File: src/rtl/controle_multiciclo.sv
// -----------------------------------------------------------------------------
// controle_multiciclo
// Main control FSM for a multicycle MIPS datapath. Each instruction takes
// 3-5 cycles, plus one extra cycle for every cycle the memory holds
// mem_pronta low. All control outputs are decoded from the current state.
// Unknown opcodes pulse erro_opcode and go back to fetch.
//
// Memory handshake: MemRead / MemWrite are requests. Once raised, a request
// stays high, with the address held by IorD, until the memory returns
// mem_pronta=1 in that same cycle. The FSM leaves the access state only on
// the cycle where mem_pronta=1 is seen. The IR and PC are loaded during fetch
// only on that completing cycle.
// -----------------------------------------------------------------------------
module controle_multiciclo (
    input  logic       clock,
    input  logic       reset,
    input  logic [5:0] opcode,
    input  logic       mem_pronta,
    output logic       PCWrite,
    output logic       PCWriteCond,
    output logic       IorD,
    output logic       MemRead,
    output logic       MemWrite,
    output logic       IRWrite,
    output logic       MemtoReg,
    output logic       RegDst,
    output logic       RegWrite,
    output logic       ALUSrcA,
    output logic [1:0] ALUSrcB,
    output logic [1:0] Op_ALU,
    output logic [1:0] PCSource,
    output logic       erro_opcode,
    output logic [3:0] estado
);

    // Opcodes understood by the controller
    localparam logic [5:0] OP_R    = 6'h00;
    localparam logic [5:0] OP_LW   = 6'h23;
    localparam logic [5:0] OP_SW   = 6'h2B;
    localparam logic [5:0] OP_BEQ  = 6'h04;
    localparam logic [5:0] OP_J    = 6'h02;
    localparam logic [5:0] OP_ADDI = 6'h08;

    // State codes, also visible on estado
    localparam logic [3:0] S_FETCH     = 4'd0;
    localparam logic [3:0] S_DECODE    = 4'd1;
    localparam logic [3:0] S_MEM_ADDR  = 4'd2;
    localparam logic [3:0] S_MEM_READ  = 4'd3;
    localparam logic [3:0] S_MEM_WB    = 4'd4;
    localparam logic [3:0] S_MEM_WRITE = 4'd5;
    localparam logic [3:0] S_EXEC      = 4'd6;
    localparam logic [3:0] S_R_WB      = 4'd7;
    localparam logic [3:0] S_BRANCH    = 4'd8;
    localparam logic [3:0] S_JUMP      = 4'd9;
    localparam logic [3:0] S_ADDI_EXEC = 4'd10;
    localparam logic [3:0] S_ADDI_WB   = 4'd11;

    // ALUSrcB selections
    localparam logic [1:0] SRCB_REG    = 2'b00;
    localparam logic [1:0] SRCB_FOUR   = 2'b01;
    localparam logic [1:0] SRCB_IMM    = 2'b10;
    localparam logic [1:0] SRCB_IMM_SH = 2'b11;

    // Op_ALU codes for controle_ALU
    localparam logic [1:0] ALU_ADD   = 2'b00;
    localparam logic [1:0] ALU_SUB   = 2'b01;
    localparam logic [1:0] ALU_FUNCT = 2'b10;

    // PCSource selections
    localparam logic [1:0] PC_ALU    = 2'b00;
    localparam logic [1:0] PC_ALUOUT = 2'b01;
    localparam logic [1:0] PC_JUMP   = 2'b10;

    logic [3:0] state;
    logic [3:0] next_state;
    logic [5:0] op_reg;
    logic       opcode_known;

    // Opcode recognised at decode time
    always_comb begin
        opcode_known = 1'b0;
        case (opcode)
            OP_R, OP_LW, OP_SW, OP_BEQ, OP_J, OP_ADDI: opcode_known = 1'b1;
            default:                                   opcode_known = 1'b0;
        endcase
    end

    // State register; reset aborts any instruction in flight
    always_ff @(posedge clock) begin
        if (reset) begin
            state <= S_FETCH;
        end else begin
            state <= next_state;
        end
    end

    // Opcode captured in DECODE so MEM_ADDR can tell LW from SW even if the
    // opcode input moves afterwards
    always_ff @(posedge clock) begin
        if (reset) begin
            op_reg <= 6'h00;
        end else if (state == S_DECODE) begin
            op_reg <= opcode;
        end
    end

    // Next-state logic
    always_comb begin
        next_state = S_FETCH;
        case (state)
            S_FETCH: begin
                next_state = mem_pronta ? S_DECODE : S_FETCH;
            end
            S_DECODE: begin
                case (opcode)
                    OP_LW, OP_SW: next_state = S_MEM_ADDR;
                    OP_R:         next_state = S_EXEC;
                    OP_BEQ:       next_state = S_BRANCH;
                    OP_J:         next_state = S_JUMP;
                    OP_ADDI:      next_state = S_ADDI_EXEC;
                    default:      next_state = S_FETCH;
                endcase
            end
            S_MEM_ADDR: begin
                if (op_reg == OP_LW) begin
                    next_state = S_MEM_READ;
                end else if (op_reg == OP_SW) begin
                    next_state = S_MEM_WRITE;
                end else begin
                    next_state = S_FETCH;
                end
            end
            S_MEM_READ: begin
                next_state = mem_pronta ? S_MEM_WB : S_MEM_READ;
            end
            S_MEM_WB:    next_state = S_FETCH;
            S_MEM_WRITE: begin
                next_state = mem_pronta ? S_FETCH : S_MEM_WRITE;
            end
            S_EXEC:      next_state = S_R_WB;
            S_R_WB:      next_state = S_FETCH;
            S_BRANCH:    next_state = S_FETCH;
            S_JUMP:      next_state = S_FETCH;
            S_ADDI_EXEC: next_state = S_ADDI_WB;
            S_ADDI_WB:   next_state = S_FETCH;
            default:     next_state = S_FETCH;
        endcase
    end

    // Control outputs decoded from state; all forced low while reset is high
    // so an aborted instruction cannot write PC, IR or the register file
    always_comb begin
        PCWrite     = 1'b0;
        PCWriteCond = 1'b0;
        IorD        = 1'b0;
        MemRead     = 1'b0;
        MemWrite    = 1'b0;
        IRWrite     = 1'b0;
        MemtoReg    = 1'b0;
        RegDst      = 1'b0;
        RegWrite    = 1'b0;
        ALUSrcA     = 1'b0;
        ALUSrcB     = SRCB_REG;
        Op_ALU      = ALU_ADD;
        PCSource    = PC_ALU;
        erro_opcode = 1'b0;
        if (!reset) begin
            case (state)
                S_FETCH: begin
                    // PC+4 computed every cycle, committed only with the IR
                    MemRead  = 1'b1;
                    IorD     = 1'b0;
                    ALUSrcA  = 1'b0;
                    ALUSrcB  = SRCB_FOUR;
                    Op_ALU   = ALU_ADD;
                    PCSource = PC_ALU;
                    IRWrite  = mem_pronta;
                    PCWrite  = mem_pronta;
                end
                S_DECODE: begin
                    // Speculative branch target into ALUOut
                    ALUSrcA     = 1'b0;
                    ALUSrcB     = SRCB_IMM_SH;
                    Op_ALU      = ALU_ADD;
                    erro_opcode = !opcode_known;
                end
                S_MEM_ADDR: begin
                    ALUSrcA = 1'b1;
                    ALUSrcB = SRCB_IMM;
                    Op_ALU  = ALU_ADD;
                end
                S_MEM_READ: begin
                    MemRead = 1'b1;
                    IorD    = 1'b1;
                end
                S_MEM_WB: begin
                    RegWrite = 1'b1;
                    MemtoReg = 1'b1;
                    RegDst   = 1'b0;
                end
                S_MEM_WRITE: begin
                    MemWrite = 1'b1;
                    IorD     = 1'b1;
                end
                S_EXEC: begin
                    ALUSrcA = 1'b1;
                    ALUSrcB = SRCB_REG;
                    Op_ALU  = ALU_FUNCT;
                end
                S_R_WB: begin
                    RegWrite = 1'b1;
                    RegDst   = 1'b1;
                    MemtoReg = 1'b0;
                end
                S_BRANCH: begin
                    ALUSrcA     = 1'b1;
                    ALUSrcB     = SRCB_REG;
                    Op_ALU      = ALU_SUB;
                    PCWriteCond = 1'b1;
                    PCSource    = PC_ALUOUT;
                end
                S_JUMP: begin
                    PCWrite  = 1'b1;
                    PCSource = PC_JUMP;
                end
                S_ADDI_EXEC: begin
                    ALUSrcA = 1'b1;
                    ALUSrcB = SRCB_IMM;
                    Op_ALU  = ALU_ADD;
                end
                S_ADDI_WB: begin
                    RegWrite = 1'b1;
                    RegDst   = 1'b0;
                end
                default: begin
                end
            endcase
        end
    end

    // Debug view of the state, blanked during reset like every other output
    always_comb begin
        estado = reset ? S_FETCH : state;
    end

endmodule

File: config.mk
export PLATFORM = sky130hd
export DESIGN_NAME = controle_multiciclo
export DESIGN_NICKNAME = d
export VERILOG_FILES = /design/src/rtl/controle_multiciclo.sv
export SDC_FILE = /design/constraint.sdc
export NUM_CORES = 1
export LEC_CHECK = 0
export ABC_AREA = 1
export CAP_MARGIN = 0
export CORE_MARGIN = 3
export CORE_UTILIZATION = 43
export CTS_CLUSTER_DIAMETER = 30
export DETAILED_ROUTE_END_ITERATION = 6
export GPL_TIMING_DRIVEN = 0
export PLACE_DENSITY_LB_ADDON = 0.25
export SYNTH_ARGS = -nofsm -noshare
export SYNTH_HDL_FRONTEND = slang
export SYNTH_SLANG_ARGS = --single-unit
File: constraint.sdc
create_clock -name clock -period 1.6 [get_ports clock]
set_clock_uncertainty 0.15 [all_clocks]
set_input_delay 0.16 -clock clock [delete_from_list [all_inputs] [get_ports clock]]
set_output_delay 0.16 -clock clock [all_outputs]
set_load 0.005 [all_outputs]
# ---- Yosys cells after proc, flatten, opt, wreduce, memory -nomap -nowiden
# Index checks and enable logic that the tools add are counted.
dict set report classes {
  eq_ne 18
  muxes 37
  reduce_logical 10
}
# op count
set ops {}
lappend ops {{one-hot mux 4 bit (7 select lines)} 1}
lappend ops {{equality test 6 bit, second input constant} 4}
lappend ops {{2-to-1 mux 1 bit} 23}
lappend ops {{one-hot mux 4 bit (5 select lines)} 1}
lappend ops {{equality test 4 x 3 -> 1 bit, second input constant} 4}
lappend ops {{equality test 4 bit, second input constant} 4}
lappend ops {{2-to-1 mux 3 bit} 4}
lappend ops {{equality test 4 x 2 -> 1 bit, second input constant} 2}
lappend ops {{one-hot mux 2 bit (2 select lines)} 2}
lappend ops {{OR reduction 2 bit} 4}
lappend ops {{equality test 6 x 2 -> 1 bit, second input constant} 1}
lappend ops {{equality test 6 x 3 -> 1 bit, second input constant} 1}
lappend ops {{equality test 6 x 4 -> 1 bit, second input constant} 1}
lappend ops {{zero test 6 bit} 1}
lappend ops {{2-to-1 mux 2 bit} 3}
lappend ops {{one-hot mux 2 bit (3 select lines)} 1}
lappend ops {{OR reduction 6 bit} 1}
lappend ops {{equality test 4 x 1 -> 1 bit, second input constant} 1}
lappend ops {{zero test 4 bit} 1}
lappend ops {{2-to-1 mux 4 bit} 1}
lappend ops {{OR reduction 4 bit} 1}
lappend ops {{OR reduction 3 bit} 1}
lappend ops {{one-hot mux 1 bit (2 select lines)} 1}
lappend ops {{zero test 1 bit} 1}
dict set report totals {
  regBits 10
  in_bits 9
  out_inout_bits 21
  wordCells 67
}

# ---- Longest topological paths before layout
# Gate-level depths: netlist of run 1.
dict set report logic_depth {
  word_depth 6
  mapped_depth 9
  ltp_nobuf 8
}

# ---- Least setup slack after synthesis of run 1
# No wires, ideal clock.
dict set report synth_path {
  path_type {reg-to-output}
  startpoint {register state[1]}
  endpoint {output erro_opcode}
  arrival_time_ps 997
  required_ps 1290
  path_slack_ps 293
  stages_incl_launch_ff 8
  path_buffers 2
  path_cell_list {dfxtp_1 > buf_6 > nor2_8 > nand2_4 > inv_2 > buf_6 > nand3_1 > nor3_2}
}
dict set report synth_via {
  elab_chain_len 3
}
# element line_no
set synth_rtl {}
lappend synth_rtl {{start: declaration} 74} ;# logic [3:0] state;
lappend synth_rtl {{start signal: assignment} 93} ;# state <= next_state;
lappend synth_rtl {{equality test 4 x 1 -> 1 bit} 168} ;# case (state)
lappend synth_rtl {{2-to-1 mux 1 bit} 168}
lappend synth_rtl {{2-to-1 mux 1 bit} 167} ;# if (!reset) begin
lappend synth_rtl {{end: declaration} 32} ;# output logic erro_opcode,
# Every way passes these cells.

# ---- Worst setup path after layout of run 1
dict set report layout_path {
  startpoint {register state[1]}
  endpoint {output PCSource[0]}
}
dict set report layout_via {
  elab_chain_len 3
  elab_cells_between_ends 4
  cone_classes {2 x eq/ne; 2 x mux}
}
# element line_no
set layout_rtl {}
lappend layout_rtl {{equality test 4 bit} 168}
lappend layout_rtl {{one-hot mux 2 bit (2 select lines) *} 168}
lappend layout_rtl {{2-to-1 mux 2 bit *} 167}
lappend layout_rtl {{end: declaration} 31} ;# output logic [1:0] PCSource,
# Every way passes the cells marked *; elsewhere a longest branch is shown, timed or not.

==> metrics.txt, run 1 <==
CP max FO=6; setup ws final=-110 ps; DRT iter0 DRCs=41; post-place setup slack=-417 ps; io pins=30; Initial Util=0.490; max reg flops=6; critical path cell sequence=buf_6 -> nor2_4 -> inv_4 -> nor3_4 -> buf_4 -> buf_6; outcome=finished with violations; Syn Nets=144; core box area=1630 um2; critical path startpoint category=flip-flop; CP Buf/Inv Count=4; slew margin rel.=0.805; vias per cell=5.38; Async SR Flop Fraction=0; hpwl dp=1790 um; Largest stage delay, worst path=390 ps; Distinct cells, synth=22; post-route cell area=1350 um2; leakage=0.670 nW; post-detailed-routing wire length=3210 um; initial antenna violation count=0; clock sinks=10; Global Route met3 Usage=0.0642; H-tree depth=1; max cap viols=0; top-area cell type share of the netlist area=0.251; ANT cells=0; largest cells by area after synthesis=dfxtp_1 25%, nor2_1 16%, nand3_1 9.4%; synthesis-to-finish area growth=69.4%; # setup viols final=10; failing checks=negative setup slack; clock buffer count from CTS=3; Clock transition at path regs=80 ps; first-pass iteration count of the detailed router=4; critical path arrival=1400 ps; CTS max path bufs=2; Mapped Avg Cell Area=5.91 um2; Synth Flop Type=dfxtp_1; Worst path top cell family by delay=buffers and inverters; layout cells sized above 1=0.414; Mapped Area=798 um2; number of synthesized flops with an enable pin=0; largest area contributor in the netlist=dfxtp_1; die height=49.1 um; Hold Slack=330 ps; Clock Tree Root=clkbuf_4; global-route wire length before repair=4600 um; Finished Layout Cells=210; wire per inst=15.3 um; Crit Path Category=reg2out; simple-gate area share of the yosys netlist=0.473; post-synthesis xor/xnor area fraction=0; Synth Area in Compound Gates=0.127; GRT Util Overall=0.244; sequential area share after synthesis=0.251; global route hottest layer=met2; Ys Warns=0; Synth Instances=135; Post-DRT Antenna Nets=0; Synth Area in Adders=0; multiplexer area fraction after synthesis=0; GP Congestion=0.887; Power Density=461 nW/um2; Remaining Overflow, GRT=0; via count=1130; placed cell areas=1120 um2; die area=2410 um2; hold_buf cts=0; CTS tree=done; Final Hold Fails=0; CP endpoint kind=output pin; Max VDD drop=0.541 mV; global routing usage on met1=0.286; largest family of logic cells by synthesized area=simple AND/OR/NAND/NOR gates; die span in x=49.1 um; Placed Cells=188; Commonest cells post-synth=33 x nor2_1, 19 x inv_1, 18 x nand2_1; Critical-path top delay cell=dfxtp_4; most frequent cell after synthesis=nor2_1; site row count=14; Port Buf Inserts=29; Slew Limit Fails=0; DRC viols=0; NumNets Final=197; most used cell, CP=buf_6; clk_lat worst skew=280 ps; final core utilization=0.830; fin crit period=1710 ps; Critical Path RT=1290 ps; RSZ-0062 raised after global routing=true; largest net degree at the start of global routing=11; GRT met2 Usage=0.424; Seq cells post-synth=10; Worst-Margin Slew=291 ps; Hold Crit Class=reg2reg; Max Clk Rate=585 MHz; Tcrit/Tclk final=1.07; vias in the first global route=990
power by group:
group          switching (mW)  internal [mW]  leakage [nW]
sequential            0.00954          0.257        0.0849
clock                  0.0911         0.0867        0.0138
combinational          0.0963         0.0823         0.571
total                   0.197          0.426         0.670
layout make-up:
cell class / instances / area (um2)
plain buffers: 4 / 37.5
clock buffers: 3 / 22.5
fillers: 114 / 277
inverters: 21 / 91.3
multi-input cells: 99 / 579
flip-flops and latches: 10 / 215
well taps: 24 / 30.0
repair buffers: 49 / 377
cell usage in the layout, fill, tap and decap left out, types with 4 or more instances in the layout:
master,netlist,layout
nand3_1,15,12
buf_4,1,20
inv_1,19,16
clkbuf_2,0,4
o21ai_0,7,7
dfxtp_4,0,4
clkdlybuf4s50_1,0,7
dlygate4sd2_1,0,6
dfxtp_1,10,6
a21oi_1,10,7
nor2_1,33,28
nand2_1,18,13
buf_6,2,5
nand2_2,2,7
buf_2,2,9
nor2_4,0,5
per-stage QoR:
step	total power [mW]	TNS, ps
floorplan	0.346	0
global placement	0.404	-5800
detailed placement	0.407	-5960
CTS	0.582	-620
global route	0.659	-1470
finish	0.623	-732
routing by layer:
metal,part of all wire,up-vias
met1,0.39,513
met3,0.078,14
met4,0.029,0
li1,-,542
met5,0,-
met2,0.51,61
worst register-to-register path: cells and delay by family, from the launching register on:
kind,cells,cell delay [ps]
buffers and inverters,4,470
flip-flops,1,390
AND/OR/NAND/NOR,4,370
AO/OA/AOI/OAI,1,80
timing repair:
| item | in CTS | in global routing |
|---|---|---|
| pin swaps | 5 | 10 |
| gates resized for setup | 86 | 23 |
| setup buffers | 9 | 11 |
| endpoints found under the setup margin | 21 | 17 |
cells by family after synthesis:
logic type / count (synthesis)
buf+inv: 26
compound gates: 19
simple gates: 80
flops: 10
worst paths after layout:
| path | startpoint | to | slack, ps | cells past startpoint |
|---|---|---|---|---|
| setup reg to reg | state[1] | state[1] | 50 | 9 |
| hold / removal | op_reg[3] | op_reg[3] | 330 | 2 |
| setup / recovery | state[1] | PCSource[0] | -110 | 6 |
| hold reg to reg | op_reg[3] | op_reg[3] | 330 | 2 |
Note: power is estimated with default switching activity, not from simulation.
==> run 2: changes to the inputs <==
--- a/config.mk
+++ b/config.mk
@@ -8,7 +8,7 @@
 export ABC_AREA = 1
 export CAP_MARGIN = 0
 export CORE_MARGIN = 3
-export CORE_UTILIZATION = 43
+export CORE_UTILIZATION = 46
 export CTS_CLUSTER_DIAMETER = 30
 export DETAILED_ROUTE_END_ITERATION = 6
 export GPL_TIMING_DRIVEN = 0
==> constraint.sdc (replaced) <==
create_clock -name clock -period 2 [get_ports clock]
set_clock_uncertainty 0.15 [all_clocks]
set_input_delay 0.2 -clock clock [delete_from_list [all_inputs] [get_ports clock]]
set_output_delay 0.2 -clock clock [all_outputs]
set_load 0.005 [all_outputs]
==> metrics.txt, run 2 (synthesized netlist as in run 1, its figures left out) <==
DRC viols=0; max cap viols=0; hpwl dp=1670 um; slew margin rel.=0.800; Post-DRT Antenna Nets=0; Power Density=410 nW/um2; Worst-Margin Slew=299 ps; post-place setup slack=-105 ps; wire per inst=11.7 um; die area=2270 um2; clock buffer count from CTS=3; CTS tree=done; Critical-path top delay cell=clkdlybuf4s50_1; Crit Path Category=reg2out; Placed Cells=180; GRT Util Overall=0.200; fin crit period=1960 ps; CP endpoint kind=output pin; most common cell after layout, fill and taps aside=nor2_1; RSZ-0062 raised after global routing=true; leakage=0.658 nW; Critical Path RT=1650 ps; largest net degree at the start of global routing=11; critical path cell sequence=inv_4 -> nor2_4 -> inv_1 -> nand2_1 -> a31o_2 -> clkdlybuf4s50_1; site row count=14; Hold Crit Class=in2reg; Clock transition at path regs=70 ps; via count=990; Slew Limit Fails=0; first-pass iteration count of the detailed router=4; critical path arrival=1610 ps; clock sinks=10; vias in the first global route=785; H-tree depth=1; max reg flops=6; DRT iter0 DRCs=10; die span in x=47.7 um; most frequent cells in the layout=29 x nor2_1, 18 x clkdlybuf4s50_1, 16 x inv_1; Initial Util=0.506; setup ws final=37.4 ps; Finished Layout Cells=186; Largest stage delay, worst path=490 ps; vias per cell=5.32; Worst path top cell family by delay=buffers and inverters; placed cell areas=1110 um2; die height=47.7 um; Max Clk Rate=510 MHz; NumNets Final=180; clk_lat worst skew=270 ps; initial antenna violation count=0; CTS max path bufs=2; Clock Tree Root=clkbuf_4; global-route wire length before repair=3150 um; ANT cells=0; Final Hold Fails=0; Tcrit/Tclk final=0.981; GP Congestion=0.886; CP Buf/Inv Count=3; outcome=complete, no violations; TNS Setup=0 ps; critical path startpoint category=flip-flop; synthesis-to-finish area growth=55.0%; Remaining Overflow, GRT=0; post-route cell area=1240 um2; # setup viols final=0; Port Buf Inserts=29; core box area=1580 um2; io pins=30; layout cells sized above 1=0.224; Max VDD drop=0.400 mV; post-detailed-routing wire length=2180 um; CP max FO=7
[run 2: cell types whose count changed in the layout (fill, tap and decap cells not counted), moves of 3 or more]
cell / delta
a21oi_2: -3
clkbuf_2: -3
buf_2: -9
dlymetal6s2s_1: +7
a21oi_1: +3
buf_4: -16
nand3_1: +3
clkdlybuf4s50_1: +11
dlygate4sd2_1: -3
[run 2: area by class of cell]
| type | instances | area, um2 |
|---|---|---|
| Timing Repair Buffer | 31 | 314 |
| Fill cell | 127 | 339 |
| Inverter | 21 | 83.8 |
| Buffer | 5 | 48.8 |
| Multi-Input combinational cell | 99 | 523 |
| Clock buffer | 4 | 36.3 |
| Tap cell | 16 | 20.0 |
| Sequential cell | 10 | 211 |
[run 2: repair_timing]
item,CTS,global route
endpoints found under the setup margin,15,14
pin swaps,0,1
hold buffers,0,0
buffers inserted,0,2
resized for setup,16,23
[run 2: worst paths after layout]
check	from	slack, ps	end	depth (start not counted)
max	state[2]	40	RegWrite	6
min	reset	220	state[1]	3
max reg2reg	state[1]	670	state[2]	9
min reg2reg	op_reg[4]	310	op_reg[4]	2
[run 2: worst min-delay path: stages]
cell            delay [ps]
dlymetal6s2s_1         160
buf_6                  180
a21oi_1                 50
[run 2: power breakdown]
| part | internal, mW | switching (mW) |
|---|---|---|
| logic | 0.0505 | 0.0585 |
| registers | 0.207 | 0.00691 |
| clock network | 0.111 | 0.0743 |
[run 2: layer usage]
layer / up-vias / routed length, um / global-route usage
li1: 499 / - / -
met2: 33 / 1190 / 0.388
met4: 0 / 37 / 0.0806
met5: - / 0 / 0
met1: 453 / 832 / 0.203
met3: 5 / 122 / 0.0451
[run 2: through the flow]
step,util,hold slack [ps],power (mW)
6_report,0.785,217,0.508
5_1_grt,0.785,225,0.534
4_1_cts,0.743,316,0.513
3_5_place_dp,0.703,304,0.325
3_3_place_gp,0.703,295,0.323
2_1_floorplan,-,198,0.277
==> run 3: changes to the inputs <==
--- a/config.mk
+++ b/config.mk
@@ -10,6 +10,7 @@
 export CORE_MARGIN = 3
 export CORE_UTILIZATION = 46
 export CTS_CLUSTER_DIAMETER = 30
+export CTS_CLUSTER_SIZE = 14
 export DETAILED_ROUTE_END_ITERATION = 6
 export GPL_TIMING_DRIVEN = 0
 export PLACE_DENSITY_LB_ADDON = 0.25
==> results of run 3 <==
Final layout, timing and power as in run 2 (identical DEF).
